===== src/rtl/seven_seg_scan_driver_if.sv =====
// Bus between the arithmetic datapath (master) and the scan driver (slave).
// Handshake: none. The master holds digits/dp/blank/lzs_en as plain level
// signals. The driver samples them once per frame, on the last cycle of the
// last slot, so the master may change them at any time without tearing.
// anode/segs/dp_n/frame_tick are registered outputs of the driver.
interface seven_seg_scan_driver_if #(
   parameter int NUM_DIGITS = 4
);
   logic [4*NUM_DIGITS-1:0] digits;
   logic [NUM_DIGITS-1:0]   dp;
   logic [NUM_DIGITS-1:0]   blank;
   logic                    lzs_en;
   logic [NUM_DIGITS-1:0]   anode;
   logic [6:0]              segs;
   logic                    dp_n;
   logic                    frame_tick;

   modport master (
      output digits, dp, blank, lzs_en,
      input  anode, segs, dp_n, frame_tick
   );

   modport slave (
      input  digits, dp, blank, lzs_en,
      output anode, segs, dp_n, frame_tick
   );
endinterface


===== src/rtl/seven_seg_scan_driver.sv =====
// Self-scanning multiplexed seven-segment driver. One slot per digit, each
// slot starts with a dark guard interval (anti-ghosting) then lights the
// digit. Inputs are captured once per frame into snapshot registers; all
// decode works on the snapshot. Outputs are registered (one cycle latency).
module seven_seg_scan_driver #(
   parameter int NUM_DIGITS   = 4,
   parameter int REFRESH_DIV  = 100000,
   parameter int GUARD_CYCLES = 1000
) (
   input logic                    clk,
   input logic                    reset,
   seven_seg_scan_driver_if.slave bus
);

   localparam int CW = (REFRESH_DIV > 1) ? $clog2(REFRESH_DIV) : 1;
   localparam int IW = $clog2(NUM_DIGITS);
   localparam logic [CW-1:0] DIV_LAST  = CW'(REFRESH_DIV - 1);
   localparam logic [CW-1:0] GUARD_END = CW'(GUARD_CYCLES);
   localparam logic [IW-1:0] IDX_LAST  = IW'(NUM_DIGITS - 1);

   // Active-low GFEDCBA pattern for one hex nibble.
   function automatic logic [6:0] hex_to_segs(input logic [3:0] h);
      logic [6:0] s;
      s = 7'b1111111;
      case (h)
         4'h0: s = 7'b1000000;
         4'h1: s = 7'b1111001;
         4'h2: s = 7'b0100100;
         4'h3: s = 7'b0110000;
         4'h4: s = 7'b0011001;
         4'h5: s = 7'b0010010;
         4'h6: s = 7'b0000010;
         4'h7: s = 7'b1111000;
         4'h8: s = 7'b0000000;
         4'h9: s = 7'b0010000;
         4'hA: s = 7'b0001000;
         4'hB: s = 7'b0000011;
         4'hC: s = 7'b1000110;
         4'hD: s = 7'b0100001;
         4'hE: s = 7'b0000110;
         4'hF: s = 7'b0001110;
         default: s = 7'b1111111;
      endcase
      return s;
   endfunction

   logic [CW-1:0]           div_cnt;
   logic [IW-1:0]           idx;
   logic [4*NUM_DIGITS-1:0] snap_digits;
   logic [NUM_DIGITS-1:0]   snap_dp;
   logic [NUM_DIGITS-1:0]   snap_blank;
   logic                    snap_lzs;

   logic                    slot_end;
   logic                    frame_end;
   logic                    in_guard;
   logic [NUM_DIGITS-1:0]   lz_mask;
   logic                    zero_above;
   logic [3:0]              cur_nib;
   logic                    cur_dark;
   logic                    cur_dp;
   logic [NUM_DIGITS-1:0]   anode_next;
   logic [6:0]              segs_next;
   logic                    dp_n_next;

   logic [NUM_DIGITS-1:0]   anode_q;
   logic [6:0]              segs_q;
   logic                    dp_n_q;
   logic                    frame_tick_q;

   assign slot_end  = (div_cnt == DIV_LAST);
   assign frame_end = slot_end && (idx == IDX_LAST);
   assign in_guard  = (div_cnt < GUARD_END);

   // Refresh divider and digit slot index.
   always_ff @(posedge clk or posedge reset) begin
      if (reset) begin
         div_cnt <= '0;
         idx     <= '0;
      end else if (slot_end) begin
         div_cnt <= '0;
         idx     <= (idx == IDX_LAST) ? '0 : idx + 1'b1;
      end else begin
         div_cnt <= div_cnt + 1'b1;
      end
   end

   // Snapshot of the inputs, refreshed only at the end of the last slot.
   always_ff @(posedge clk or posedge reset) begin
      if (reset) begin
         snap_digits <= '0;
         snap_dp     <= '0;
         snap_blank  <= '1;
         snap_lzs    <= 1'b0;
      end else if (frame_end) begin
         snap_digits <= bus.digits;
         snap_dp     <= bus.dp;
         snap_blank  <= bus.blank;
         snap_lzs    <= bus.lzs_en;
      end
   end

   // Decode the current slot: leading-zero mask, selected digit, drive values.
   always_comb begin
      lz_mask    = '0;
      zero_above = 1'b1;
      cur_nib    = 4'h0;
      cur_dark   = 1'b1;
      cur_dp     = 1'b0;
      anode_next = '1;
      segs_next  = 7'h7F;
      dp_n_next  = 1'b1;
      // Walk from the most significant digit down; digit 0 is never suppressed.
      for (int k = NUM_DIGITS - 1; k >= 0; k--) begin
         zero_above = zero_above & (snap_digits[4*k +: 4] == 4'h0);
         lz_mask[k] = snap_lzs & zero_above & (k != 0);
      end
      for (int k = 0; k < NUM_DIGITS; k++) begin
         if (int'(idx) == k) begin
            cur_nib  = snap_digits[4*k +: 4];
            cur_dark = snap_blank[k] | lz_mask[k];
            cur_dp   = snap_dp[k];
         end
      end
      if (!in_guard && !cur_dark) begin
         for (int k = 0; k < NUM_DIGITS; k++) begin
            if (int'(idx) == k) anode_next[k] = 1'b0;
         end
         segs_next = hex_to_segs(cur_nib);
         dp_n_next = ~cur_dp;
      end
   end

   // Output registers; the tick marks the first cycle of a fresh snapshot.
   always_ff @(posedge clk or posedge reset) begin
      if (reset) begin
         anode_q      <= '1;
         segs_q       <= 7'h7F;
         dp_n_q       <= 1'b1;
         frame_tick_q <= 1'b0;
      end else begin
         anode_q      <= anode_next;
         segs_q       <= segs_next;
         dp_n_q       <= dp_n_next;
         frame_tick_q <= frame_end;
      end
   end

   assign bus.anode      = anode_q;
   assign bus.segs       = segs_q;
   assign bus.dp_n       = dp_n_q;
   assign bus.frame_tick = frame_tick_q;

endmodule


===== src/flat_wrapper.sv =====
// flat-port wrapper written by rule: the top's interface ports become plain ports
module seven_seg_scan_driver_flat 
#(
   parameter int NUM_DIGITS   = 4,
   parameter int REFRESH_DIV  = 100000,
   parameter int GUARD_CYCLES = 1000
)
  (clk, reset, bus_digits, bus_dp, bus_blank, bus_lzs_en, bus_anode, bus_segs, bus_dp_n, bus_frame_tick);
  seven_seg_scan_driver_if #(.NUM_DIGITS(NUM_DIGITS)) bus_i ();
  input logic clk;
  input logic reset;
  input wire logic [$bits(bus_i.digits)-1:0] bus_digits;
  input wire logic [$bits(bus_i.dp)-1:0] bus_dp;
  input wire logic [$bits(bus_i.blank)-1:0] bus_blank;
  input wire logic [$bits(bus_i.lzs_en)-1:0] bus_lzs_en;
  output wire logic [$bits(bus_i.anode)-1:0] bus_anode;
  output wire logic [$bits(bus_i.segs)-1:0] bus_segs;
  output wire logic [$bits(bus_i.dp_n)-1:0] bus_dp_n;
  output wire logic [$bits(bus_i.frame_tick)-1:0] bus_frame_tick;
  assign bus_i.digits = bus_digits;
  assign bus_i.dp = bus_dp;
  assign bus_i.blank = bus_blank;
  assign bus_i.lzs_en = bus_lzs_en;
  assign bus_anode = bus_i.anode;
  assign bus_segs = bus_i.segs;
  assign bus_dp_n = bus_i.dp_n;
  assign bus_frame_tick = bus_i.frame_tick;
  seven_seg_scan_driver #(.NUM_DIGITS(NUM_DIGITS), .REFRESH_DIV(REFRESH_DIV), .GUARD_CYCLES(GUARD_CYCLES)) u_core (.clk(clk), .reset(reset), .bus(bus_i));
endmodule

===== config.mk =====
export PLATFORM = sky130hd
export DESIGN_NAME = seven_seg_scan_driver_flat
export DESIGN_NICKNAME = d
export VERILOG_FILES = /design/src/rtl/seven_seg_scan_driver_if.sv /design/src/rtl/seven_seg_scan_driver.sv /design/src/flat_wrapper.sv
export SDC_FILE = /design/constraint.sdc
export NUM_CORES = 1
export LEC_CHECK = 0
export ABC_AREA = 0
export BUFFER_PORTS_ARGS = -buffer_cell sky130_fd_sc_hd__buf_2
export CORE_UTILIZATION = 40
export DETAILED_ROUTE_END_ITERATION = 6
export PLACE_DENSITY = 0.59
export SETUP_SLACK_MARGIN = 0.4
export SYNTH_ARGS = -nofsm -noshare
export SYNTH_HDL_FRONTEND = slang
export SYNTH_SLANG_ARGS = --single-unit

===== constraint.sdc =====
create_clock -name clk -period 6 [get_ports clk]
set_input_delay 1.2 -clock clk [delete_from_list [all_inputs] [get_ports clk]]
set_output_delay 1.2 -clock clk [all_outputs]
set_load 0.02 [all_outputs]

==> Yosys cells after proc, flatten, opt, wreduce, memory -nomap -nowiden <==
Memories as Yosys holds them, arrays and structs flattened.
Cells that the tools add are included.
{ "totals": {"mem_bits_ro": 112, "latchBits": 0, "ramBits": 0, "elab_cells": 57, "regBits": 57, "memories": 1, "output_inout_bits": 13} }
{ "op_classes": {"n_addsub": 2, "reduce_logical": 8, "shift": 0, "mul": 0, "div": 0, "order_cmp": 1, "n_bitwise": 9, "muxes": 21, "eq_ne": 5} }
{ "memory_table": {"columns": ["name", "words", "width", "read_ports", "rd_clocked_by_memory_dff", "write_ports", "line_no", "source"], "rows": [
  ["(no name shown)", 16, 7, 1, 0, 0, "seven_seg_scan_driver.sv:25", "case (h)"]
]} }
{ "ops": {"columns": ["operator", "n"], "rows": [
  ["4-bit 2-to-1 mux", 5],
  ["17-bit by 1-bit adder with 17-bit output, second input constant", 1],
  ["17-bit equality test, second input constant", 1],
  ["17-bit by 10-bit < comparator with 1-bit output, second input constant", 1],
  ["17-bit 2-to-1 mux", 1],
  ["1-bit 2-to-1 mux", 13],
  ["4-bit zero test", 3],
  ["7-bit 2-to-1 mux", 1],
  ["2-bit equality test, second input constant", 3],
  ["1-bit bitwise AND", 5],
  ["1-bit bitwise OR", 3],
  ["2-bit by 1-bit adder with 2-bit output, second input constant", 1],
  ["2-bit by 1-bit equality test with 1-bit output, second input constant", 1],
  ["1-bit logical AND", 2],
  ["1-bit zero test", 2],
  ["2-bit zero test", 1],
  ["2-bit 2-to-1 mux", 1],
  ["1-bit NOT", 1]
]} }

==> Depth between registers and ports, before layout <==
Gate-level depths: netlist (run 1).
{ "logic_depth": {"ltp_word": 11, "ltp_mapped": 12, "depth_no_buf": 11} }

==> Least setup slack after synthesis (run 1) <==
OpenSTA, ideal clock, no wires.
{ "synth_path": {"kind": "reg2reg", "from": "register u_core.idx[0]", "to": "register u_core.segs_q[3], in the netlist u_core.bus.segs[3]", "setup_time_ps": 87, "arrival_time_ps": 2033, "setup_slack_ps": 3880, "required_time_ps": 5913, "path_stages_with_launch": 13, "n_path_buf": 1, "cell_sequence": "dfrtp_1 > inv_1 > ha_1 > clkbuf_1 > nor2_1 > o211ai_1 > and2_1 > inv_1 > ha_1 > inv_1 > a21oi_1 > a211oi_1 > o21ai_0"} }
{ "synth_between": {"elab_chain_cells": 8} }
{ "synth_lines": {"columns": ["item", "line_no", "source"], "rows": [
  ["start, declared", "seven_seg_scan_driver.sv:48", "logic [IW-1:0] idx;"],
  ["start signal, assigned", "seven_seg_scan_driver.sv:82", "idx <= (idx == IDX_LAST) ? '0 : idx + 1'b1;"],
  ["branches (longest 7 deep; another with memory read 16 x 7 bit)", null, null],
  ["7-bit 2-to-1 mux (*)", "seven_seg_scan_driver.sv:125", "if (!in_guard && !cur_dark) begin"],
  ["via u_core.segs_next[3]", "seven_seg_scan_driver.sv:63", "logic [6:0] segs_next;"],
  ["end signal, assigned", "seven_seg_scan_driver.sv:143", "segs_q <= segs_next;"],
  ["end, declared", "seven_seg_scan_driver.sv:67", "logic [6:0] segs_q;"]
]} }
Mark *: on every way through the listed nets, which the timed path passes.
A chain may end at the register's enable or synchronous reset.

==> Worst setup path in the final report (run 1) <==
{ "layout_path": {"from": "register u_core.idx[1]", "to": "register u_core.segs_q[1], in the netlist u_core.bus.segs[1]"} }
The elaborated chain is that of the path after synthesis.

==> results of run 1 <==
==> how the worst max path moves through the flow <==
stage	from	to	slack, ps	cells past startpoint
2_1_floorplan	reset	u_core.bus.frame_tick	3430	1
3_3_place_gp	u_core.idx[1]	u_core.bus.segs[1]	3310	7
3_5_place_dp	u_core.idx[1]	u_core.bus.segs[1]	3270	7
4_1_cts	u_core.idx[1]	u_core.bus.segs[1]	3260	7
5_1_grt	u_core.idx[1]	u_core.bus.segs[1]	3010	7
6_report	u_core.idx[1]	u_core.bus.segs[1]	3310	7
==> logic make-up after synthesis <==
kind of cell | count (synthesis)
compound gates | 37
xor+xnor | 14
fa+ha+maj | 11
buf+inv | 17
flops | 57
mux | 28
simple gates | 86
==> metal layers <==
layer,vias up,GRT usage [%],share of wire [%]
met5,-,0,0
met3,11,3.27,3.7
li1,984,-,-
met2,42,22.6,42
met4,0,8.64,2.2
met1,944,23.4,53
==> critical path, delay by kind of cell (launching register included) <==
family | cells | cell delay [ps]
adder cells (fa/ha/maj) | 1 | 360
flip-flops | 1 | 400
AND/OR/NAND/NOR | 2 | 560
buffers and inverters | 1 | 100
AO/OA/AOI/OAI | 3 | 1150
==> stage by stage <==
step,utilization [%],instance area (um2),std cells,setup WS (ps),hold slack (ps)
finish,48.1,3270,396,3310,490
global route,48.1,3270,396,3010,514
CTS,48.1,3270,396,3260,495
detailed placement,45.5,3090,380,3270,487
global placement,45.5,3090,380,3310,481
floorplan,-,2800,250,3430,455
==> state kept, by name, indices dropped and copies added (netlist names) <==
| name | cells |
|---|---|
| u_core.idx | 2 |
| u_core.snap_blank | 4 |
| u_core.bus.anode | 4 |
| u_core.bus.frame_tick | 1 |
| u_core.snap_digits | 16 |
| u_core.snap_lzs | 1 |
| u_core.bus.dp_n | 1 |
| u_core.div_cnt | 17 |
| u_core.bus.segs | 7 |
| u_core.snap_dp | 4 |
==> placed cells by master (no fill, tap or decap), types with 2 or more instances in the layout <==
master,Yosys,final
clkbuf_1,4,2
o211ai_1,7,7
buf_4,0,3
nand3b_1,3,3
and3_1,2,2
nor4_1,5,5
o21ai_0,8,8
a211oi_1,3,3
o31ai_1,2,2
nor3_1,6,6
inv_1,9,8
ha_1,11,11
nand4_1,4,4
nand3_1,11,11
clkinv_2,0,3
nand2_1,26,26
xor2_1,7,7
buf_2,2,39
nor2_1,16,16
clkbuf_8,0,11
a2bb2oi_1,2,2
dfstp_2,16,16
a21oi_1,7,7
nor2b_1,2,2
and4_1,3,3
xnor2_1,7,7
mux2i_1,3,3
mux2_2,25,25
dfrtp_1,41,41
==> synthesized netlist by cell type (all sizes together), types with 3 or more instances <==
cell type / instances / area share, %
o211ai: 7 / 1.9
nand3b: 3 / 0.80
buf: 4 / 1.2
a211oi: 4 / 1.2
dfrtp: 41 / 37
and4: 4 / 1.3
mux2: 25 / 10
inv: 9 / 1.2
dfstp: 16 / 15
xor2: 7 / 2.2
nand2: 27 / 3.7
ha: 11 / 4.9
nand3: 11 / 2.0
nand4: 4 / 0.89
xnor2: 7 / 2.2
a21oi: 7 / 1.2
mux2i: 3 / 1.1
o21ai: 8 / 1.4
nor2: 16 / 2.1
clkbuf: 4 / 0.54
nor4: 6 / 1.9
nor3: 6 / 1.1
==> power breakdown <==
part	internal [W]	leakage [nW]	switching (W)	total [W]
sequential	0.000385	0.726	0	0.000385
clock	0.000170	0.0932	0.000143	0.000314
combinational	0.00000643	0.652	0.00000931	0.0000157
==> area by class of cell <==
class                   instances  share of cell area, %
clock buffers                  13                   4.86
clock inverters                 3                  0.459
inverters                       9                   1.03
multi-input cells             176                   39.1
flip-flops and latches         57                   44.3
well taps                      96                   3.68
repair buffers                 42                   6.66
==> impl_metrics.yaml, run 1 <==
status:
  status: "finished, final reports clean"
die:
  dieArea_um2: 7350
  core_area_um2: 6790
  die_x_um: 85.7
  boundaryPins: 40
  initial_core_util_pct: 41.3
  die_h_um: 85.7
  rows: 30
final_layout:
  nNetsFinal: 333
  multiInputGateArea_um2: 1280
  synthToLayoutAreaGrowth_pct: 16.6
  num_antenna_cells: 0
  nFillCells: 667
  regArea_um2: 1450
  layout-drive-gt1-share_pct: 34.7
worst_setup_path:
  regToRegEndpoint: "u_core.bus.segs[1]"
  rr_worst_depth: 7
  required_ps: 6210
  crit_fanout: 13
  worst_setup_path_start_kind: "register"
  max_stage_delay_ps: 700
  r2r_slack_ps: 3310
  end_kind: "register"
  critical_path_arrival_ps: 2910
  critPathKind: "reg2reg"
  cpMaxStageDelayCell: "a31oi_1"
  timing.rr.start: "u_core.idx[1]"
  cp_cell_sequence: "inv_1, ha_1, or3b_2, o2111ai_1, nand2_1, a31oi_1, o221ai_1"
yosys:
  synth_mux_area_share_pct: 11.1
  async_flop_share_pct: 100
  synth_compound_area_share_pct: 8.97
  avgSynthCellArea_um2: 11.2
  netlist_area_um2: 2800
  ys_seq_area_share_pct: 51.6
  synth_warnings: 0
  synthesis.nets: 288
  synthAdderAreaFrac_pct: 4.91
  synth_simple_gate_area_share_pct: 16.2
  syn_inst: 250
  synth-edff-count: 0
  synth.distinct_cells: 43
  synthFlopType: "dfrtp_1"
  synth-xor-area-share_pct: 4.37
  synth-seq-cells: 57
  synth_top_family_by_area: "simple AND/OR/NAND/NOR gates"
drt:
  drc_errors: 0
  viasPerCell: 5.00
  drt-initial-drc-count: 70
  ant_nets: 0
  drt-total-wl_um: 5270
  wl_per_cell_um: 13.3
  vias: 1981
  dr.pass1.iters: 6
placement:
  place.port_buffers: 39
  place_hpwl_um: 3800
  gp_congestion: 0.792
clock_tree:
  htreeDepth: 3
  numCtsBuffers: 9
  postCtsResizedCells: 0
  cts_tree: "built"
  clock_latency_ps: 330
  clock_path_buffers: 2
  path_clk_slew_ps: 60
  post-cts-setup-buffers: 0
  cts.sinks: 57
  postCtsHoldBufs: 0
  cts-root-buf: "clkbuf_8"
grt:
  grt_pass1_vias: 1791
  grt_use_total_pct: 16.2
  grt_first_pass_wirelength_um: 9000
  grt_max_degree: 58
  overflow: 0
  antenna_found_initial: 0
timing:
  skew_ps: 6.08
  tns_ps: 0
  slew_headroom_pct: 38.6
  fmax_ghz: 0.371
  hold_viol_final: 0
  rsz0062_at_grt: "no"
  tightestPinTransition_ps: 917
  drv_slew: 0
  setup_viol: 0
  min_period_ps: 2690
  period_share_pct: 44.9
power:
  irDropWorstVdd_v: 0.000134
  power_w: 0.000715
  power_density_nw_per_um2: 219
  cellLeakagePower_nw: 1.47
run:
  drv_cap: 0
min_path:
  holdPathStages: 1
  hp-start: "u_core.div_cnt[0]"
  min_path_type: "reg2reg"
  hold_path_end: "u_core.div_cnt[0]"
Power figures use the tool's default switching activity.
==> inputs of run 2 (changes only) <==
--- a/config.mk
+++ b/config.mk
@@ -9,7 +9,7 @@
 export BUFFER_PORTS_ARGS = -buffer_cell sky130_fd_sc_hd__buf_2
 export CORE_UTILIZATION = 40
 export DETAILED_ROUTE_END_ITERATION = 6
-export PLACE_DENSITY = 0.59
+export PLACE_DENSITY = 0.61
 export SETUP_SLACK_MARGIN = 0.4
 export SYNTH_ARGS = -nofsm -noshare
 export SYNTH_HDL_FRONTEND = slang
==> constraint.sdc (replaced) <==
create_clock -name clk -period 2.3 [get_ports clk]
set_input_delay 0.46 -clock clk [delete_from_list [all_inputs] [get_ports clk]]
set_output_delay 0.46 -clock clk [all_outputs]
set_load 0.02 [all_outputs]
==> impl_metrics.yaml, run 2 (synthesis gave the netlist of run 1 again) <==
status:
  status: "finished, final reports clean"
placement:
  place_hpwl_um: 3860
  gp_congestion: 0.811
  place.port_buffers: 39
timing:
  skew_ps: 13.9
  hold_viol_final: 0
  tightestPinTransition_ps: 553
  setup_viol: 0
  tns_ps: 0
  drv_slew: 0
  min_period_ps: 2010
  holdWs_ps: 159
  rsz0062_at_grt: "yes"
  period_share_pct: 87.5
  fmax_ghz: 0.497
  slew_headroom_pct: 63.1
drt:
  drt-total-wl_um: 6840
  drt-initial-drc-count: 106
  drc_errors: 0
  wl_per_cell_um: 15.9
  vias: 2246
  viasPerCell: 5.21
  ant_nets: 0
  dr.pass1.iters: 4
worst_setup_path:
  crit_fanout: 5
  cpMaxStageDelayCell: "dfrtp_2"
  critPathKind: "reg2reg"
  worst_setup_path_start_kind: "register"
  max_stage_delay_ps: 440
  required_ps: 2580
  critical_path_arrival_ps: 2290
  end_kind: "register"
  cp_cell_sequence: "buf_6, ha_4, buf_6, nand3b_1, buf_4, a211oi_4, nor3_2, nor3_2, o31ai_1"
die:
  core_area_um2: 6790
  boundaryPins: 40
  die_h_um: 85.7
  dieArea_um2: 7350
  rows: 30
  die_x_um: 85.7
  initial_core_util_pct: 41.3
clock_tree:
  clock_path_buffers: 2
  numCtsBuffers: 9
  clock_latency_ps: 350
  htreeDepth: 3
  cts-root-buf: "clkbuf_8"
  cts.sinks: 57
  path_clk_slew_ps: 70
  postCtsHoldBufs: 0
  cts_tree: "built"
power:
  power_density_nw_per_um2: 543
  irDropWorstVdd_v: 0.000318
  cellLeakagePower_nw: 1.76
grt:
  grt_use_total_pct: 18.8
  antenna_found_initial: 0
  grt_pass1_vias: 2101
  grt_max_degree: 33
  grt_first_pass_wirelength_um: 10300
  overflow: 0
final_layout:
  top_register: "u_core.div_cnt"
  fin_util_pct: 59.7
  nNetsFinal: 368
  num_antenna_cells: 0
  mostFrequentLayoutCell: "buf_2"
  layout-drive-gt1-share_pct: 56.4
  largest_reg_flops: 17
  synthToLayoutAreaGrowth_pct: 44.8
  final_cell_mix: "buf_2 (41), dfrtp_1 (39), mux2_4 (25)"
  nFillCells: 529
run:
  drv_cap: 0
min_path:
  min_path_type: "in2async"
[run 2: cell types whose count changed in the layout (fill, tap and decap cells not counted), sizes merged]
cell and delta:
buf +35, bufinv +3, clkbuf -2, clkinv -2, clkinvlp +1
[run 2: worst max-delay path: cells and delay by family (launching register included)]
kind	cells	cell delay, ps
and+or+nand+nor	3	530
DFF	1	440
buffers and inverters	3	440
AOI/OAI and AO/OA	2	380
adders and majority gates	1	160
[run 2: metrics by stage]
stage / power [W] / instance area (um2) / worst slack (ps) / std cells
final: 0.00220 / 4060 / 286 / 431
after global routing: 0.00227 / 4060 / 190 / 431
after CTS: 0.00222 / 3770 / 354 / 424
after detailed placement: 0.00107 / 3160 / 77.9 / 387
after global placement: 0.00107 / 3160 / 167 / 387
after floorplan: 0.00104 / 2810 / 265 / 250
[run 2: power by group]
group          leakage (nW)  switching, W  internal (W)
Combinational         0.919     0.0000275     0.0000199
Sequential            0.723             0       0.00100
Clock                 0.120      0.000405      0.000747
Total                  1.76      0.000432       0.00177
[run 2: path summary, 6_finish.rpt]
| kind | startpoint | endpoint | slack (ps) | depth (start not counted) |
|---|---|---|---|---|
| worst max-delay path | u_core.idx[0] | u_core.bus.segs[0] | 290 | 9 |
| worst min-delay path | reset | u_core.snap_digits[15] | 160 | 2 |
| worst max register to register | u_core.idx[0] | u_core.bus.segs[0] | 290 | 9 |
| worst min register to register | u_core.snap_digits[2] | u_core.snap_digits[2] | 520 | 1 |
| max in group asynchronous | reset | u_core.snap_blank[0] | 1510 | 3 |
| min in group clk | bus_dp[0] | u_core.snap_dp[0] | 340 | 2 |
[run 2: cell type report]
type	count	area [um2]	share of cell area, %
clock buffers	11	141	3.48
clock inverters	5	103	2.53
inverters	9	41.3	1.02
multi-input cells	176	1650	40.6
flip-flops and latches	57	1450	35.7
well taps	96	120	2.96
repair buffers	77	557	13.7
[run 2: repair_timing]
item                                    4_1_cts  5_1_grt
setup buffers                                17        6
pin swaps                                    16       23
cloned                                        4        1
endpoints found under the setup margin       36       36
resized for setup                            52       63
[run 2: routing by layer]
metal / share of wire, % / vias to the layer above / global-route usage, %
met5: 0 / - / 0
met4: 4.1 / 0 / 10.6
met3: 3.8 / 22 / 5.39
met2: 50 / 54 / 31.3
met1: 42 / 1120 / 21.8
li1: - / 1050 / -
==> inputs of run 3 (changes only) <==
--- a/config.mk
+++ b/config.mk
@@ -5,7 +5,7 @@
 export SDC_FILE = /design/constraint.sdc
 export NUM_CORES = 1
 export LEC_CHECK = 0
-export ABC_AREA = 0
+export ABC_AREA = 1
 export BUFFER_PORTS_ARGS = -buffer_cell sky130_fd_sc_hd__buf_2
 export CORE_UTILIZATION = 40
 export DETAILED_ROUTE_END_ITERATION = 6
==> impl_metrics.yaml, run 3 <==
final_layout:
  mostFrequentLayoutCell: "nand2_1"
  nFillCells: 716
  postLayoutCellArea_um2: 3880
  final_cell_mix: "nand2_1 (124), dfrtp_1 (40), buf_2 (39)"
  multiInputGateArea_um2: 1580
  layout-drive-gt1-share_pct: 31.2
  nNetsFinal: 479
  regArea_um2: 1450
  fin_util_pct: 53.2
  largest_reg_flops: 17
  top_register: "u_core.div_cnt"
  synthToLayoutAreaGrowth_pct: 27.4
  num_antenna_cells: 0
timing:
  fmax_ghz: 0.521
  hold_viol_final: 0
  setup_viol: 0
  drv_slew: 0
  tightestPinTransition_ps: 424
  period_share_pct: 83.4
  rsz0062_at_grt: "yes"
  skew_ps: 6.80
  slew_headroom_pct: 71.7
  min_period_ps: 1920
  tns_ps: 0
  fin_ws_ps: 381
placement:
  post_dp_cell_area_um2: 3340
  gp_congestion: 0.880
  pre_cts_ws_ps: 194
  place_hpwl_um: 4630
  place.port_buffers: 39
grt:
  grt_first_pass_wirelength_um: 10700
  grt_use_total_pct: 18.1
  grt_max_degree: 33
  grt_pass1_vias: 2351
  antenna_found_initial: 0
  overflow: 0
drt:
  met3_length_um: 289
  routed-wl-met2_um: 3180
  ant_nets: 0
  drt-total-wl_um: 6960
  wl_per_cell_um: 12.8
  wl_met1_um: 3280
  drt-initial-drc-count: 126
  drc_errors: 0
  viasPerCell: 4.90
  route.top_layer_used: "met4"
  vias: 2671
  dr.pass1.iters: 4
clock_tree:
  clock_latency_ps: 330
  numCtsBuffers: 9
  clock_path_buffers: 2
  cts_tree: "built"
  postCtsHoldBufs: 0
  cts-root-buf: "clkbuf_8"
  htreeDepth: 3
  cts.sinks: 57
  path_clk_slew_ps: 60
power:
  power_w: 0.00210
  irDropWorstVdd_v: 0.000315
  power_density_nw_per_um2: 542
  cellLeakagePower_nw: 1.87
worst_setup_path:
  end_kind: "register"
  required_ps: 2580
  critical_path_arrival_ps: 2190
  critPathKind: "reg2reg"
  crit_path_end: "u_core.bus.segs[4]"
  regToRegEndpoint: "u_core.bus.segs[4]"
  crit_fanout: 8
  r2r_slack_ps: 380
  timing.rr.start: "u_core.idx[1]"
  worst_setup_path_start_kind: "register"
  crit_path_start: "u_core.idx[1]"
  rr_worst_depth: 11
yosys:
  synth_commonest_cells: "nand2_1 (132), dfrtp_1 (41), nand3_1 (41)"
  async_flop_share_pct: 100
  avgSynthCellArea_um2: 7.92
  ys_seq_area_share_pct: 47.5
  synthesis.nets: 422
  synth.distinct_cells: 31
  syn_inst: 384
  synthFlopType: "dfrtp_1"
  synth_warnings: 0
  synth_top_area_cell: "dfrtp_1"
  synth.most_common_cell: "nand2_1"
  synth-edff-count: 0
  synth_top_cell_area_share_pct: 33.7
  synth-seq-cells: 57
  netlist_area_um2: 3040
  synth_area_leaders: "dfrtp_1 (34%), nand2_1 (16%), dfstp_2 (14%), nand3_1 (6.7%), inv_1 (4.9%)"
die:
  dieArea_um2: 7960
  rows: 31
  boundaryPins: 40
  initial_core_util_pct: 41.7
  die_x_um: 89.2
  core_area_um2: 7290
  die_h_um: 89.2
min_path:
  min_path_type: "in2async"
status:
  status: "finished, final reports clean"
run:
  drv_cap: 0
==> run 3: metal layers <==
metal | vias to the layer above | track usage (%)
li1 | 1329 | -
met1 | 1257 | 24.7
met2 | 71 | 27.4
met3 | 14 | 3.05
met4 | 0 | 9.81
met5 | - | 0
==> run 3: layout make-up <==
| class | count | area share, % |
|---|---|---|
| repair buffers | 56 | 8.62 |
| inverters | 42 | 4.13 |
| clock buffers | 11 | 3.91 |
| well taps | 99 | 3.20 |
| clock inverters | 5 | 2.00 |
| flip-flops and latches | 57 | 37.3 |
| multi-input cells | 275 | 40.8 |
==> run 3: power breakdown <==
| group | switching (W) | total (W) | internal, W |
|---|---|---|---|
| Sequential | 0 | 0.00100 | 0.00100 |
| Combinational | 0.0000252 | 0.0000429 | 0.0000177 |
| Clock | 0.000388 | 0.00105 | 0.000665 |
==> run 3: repair_timing <==
action                                 CTS  global route
endpoints found under the hold margin    0             0
setup endpoints to repair                7            39
gates resized for setup                 12            40
pin swaps                                2            16
cloned                                   0             2
setup buffers                            2             8
==> run 3: critical path: stages, from the launching register on <==
cell and delay, ps:
dfrtp_2 450, inv_4 100, ha_4 200, inv_2 50, nand2_1 80, nand3_2 120
a21oi_4 260, ha_2 250, nand3_2 100, nor2_1 130, nor2_1 60, nand2_1 60
==> run 3: cell families (layout without fill, tap and decap cells) <==
| group | Yosys count | count (layout) | share of synthesized area, % |
|---|---|---|---|
| adder cells (fa/ha/maj) | 11 | 11 | 4.52 |
| buffers and inverters | 54 | 114 | 7.73 |
| flip-flops | 57 | 57 | 47.5 |
| AO/OA/AOI/OAI | 29 | 29 | 5.10 |
| XOR/XNOR | 7 | 7 | 2.01 |
| AND/OR/NAND/NOR | 226 | 228 | 33.1 |
==> run 3: how the worst min path moves through the flow <==
stage,to,slack [ps],depth (start not counted)
after global routing,u_core.bus.frame_tick,170,2
final,u_core.bus.frame_tick,120,2
after detailed placement,u_core.snap_blank[3],460,2
after floorplan,u_core.div_cnt[0],430,1
after CTS,u_core.div_cnt[4],130,2
after global placement,u_core.div_cnt[0],450,1
==> run 3: through the flow <==
step / cells / hold slack [ps]
6_report: 545 / 121
3_5_place_dp: 517 / 460
5_1_grt: 545 / 173
2_1_floorplan: 384 / 431
4_1_cts: 535 / 132
3_3_place_gp: 517 / 446
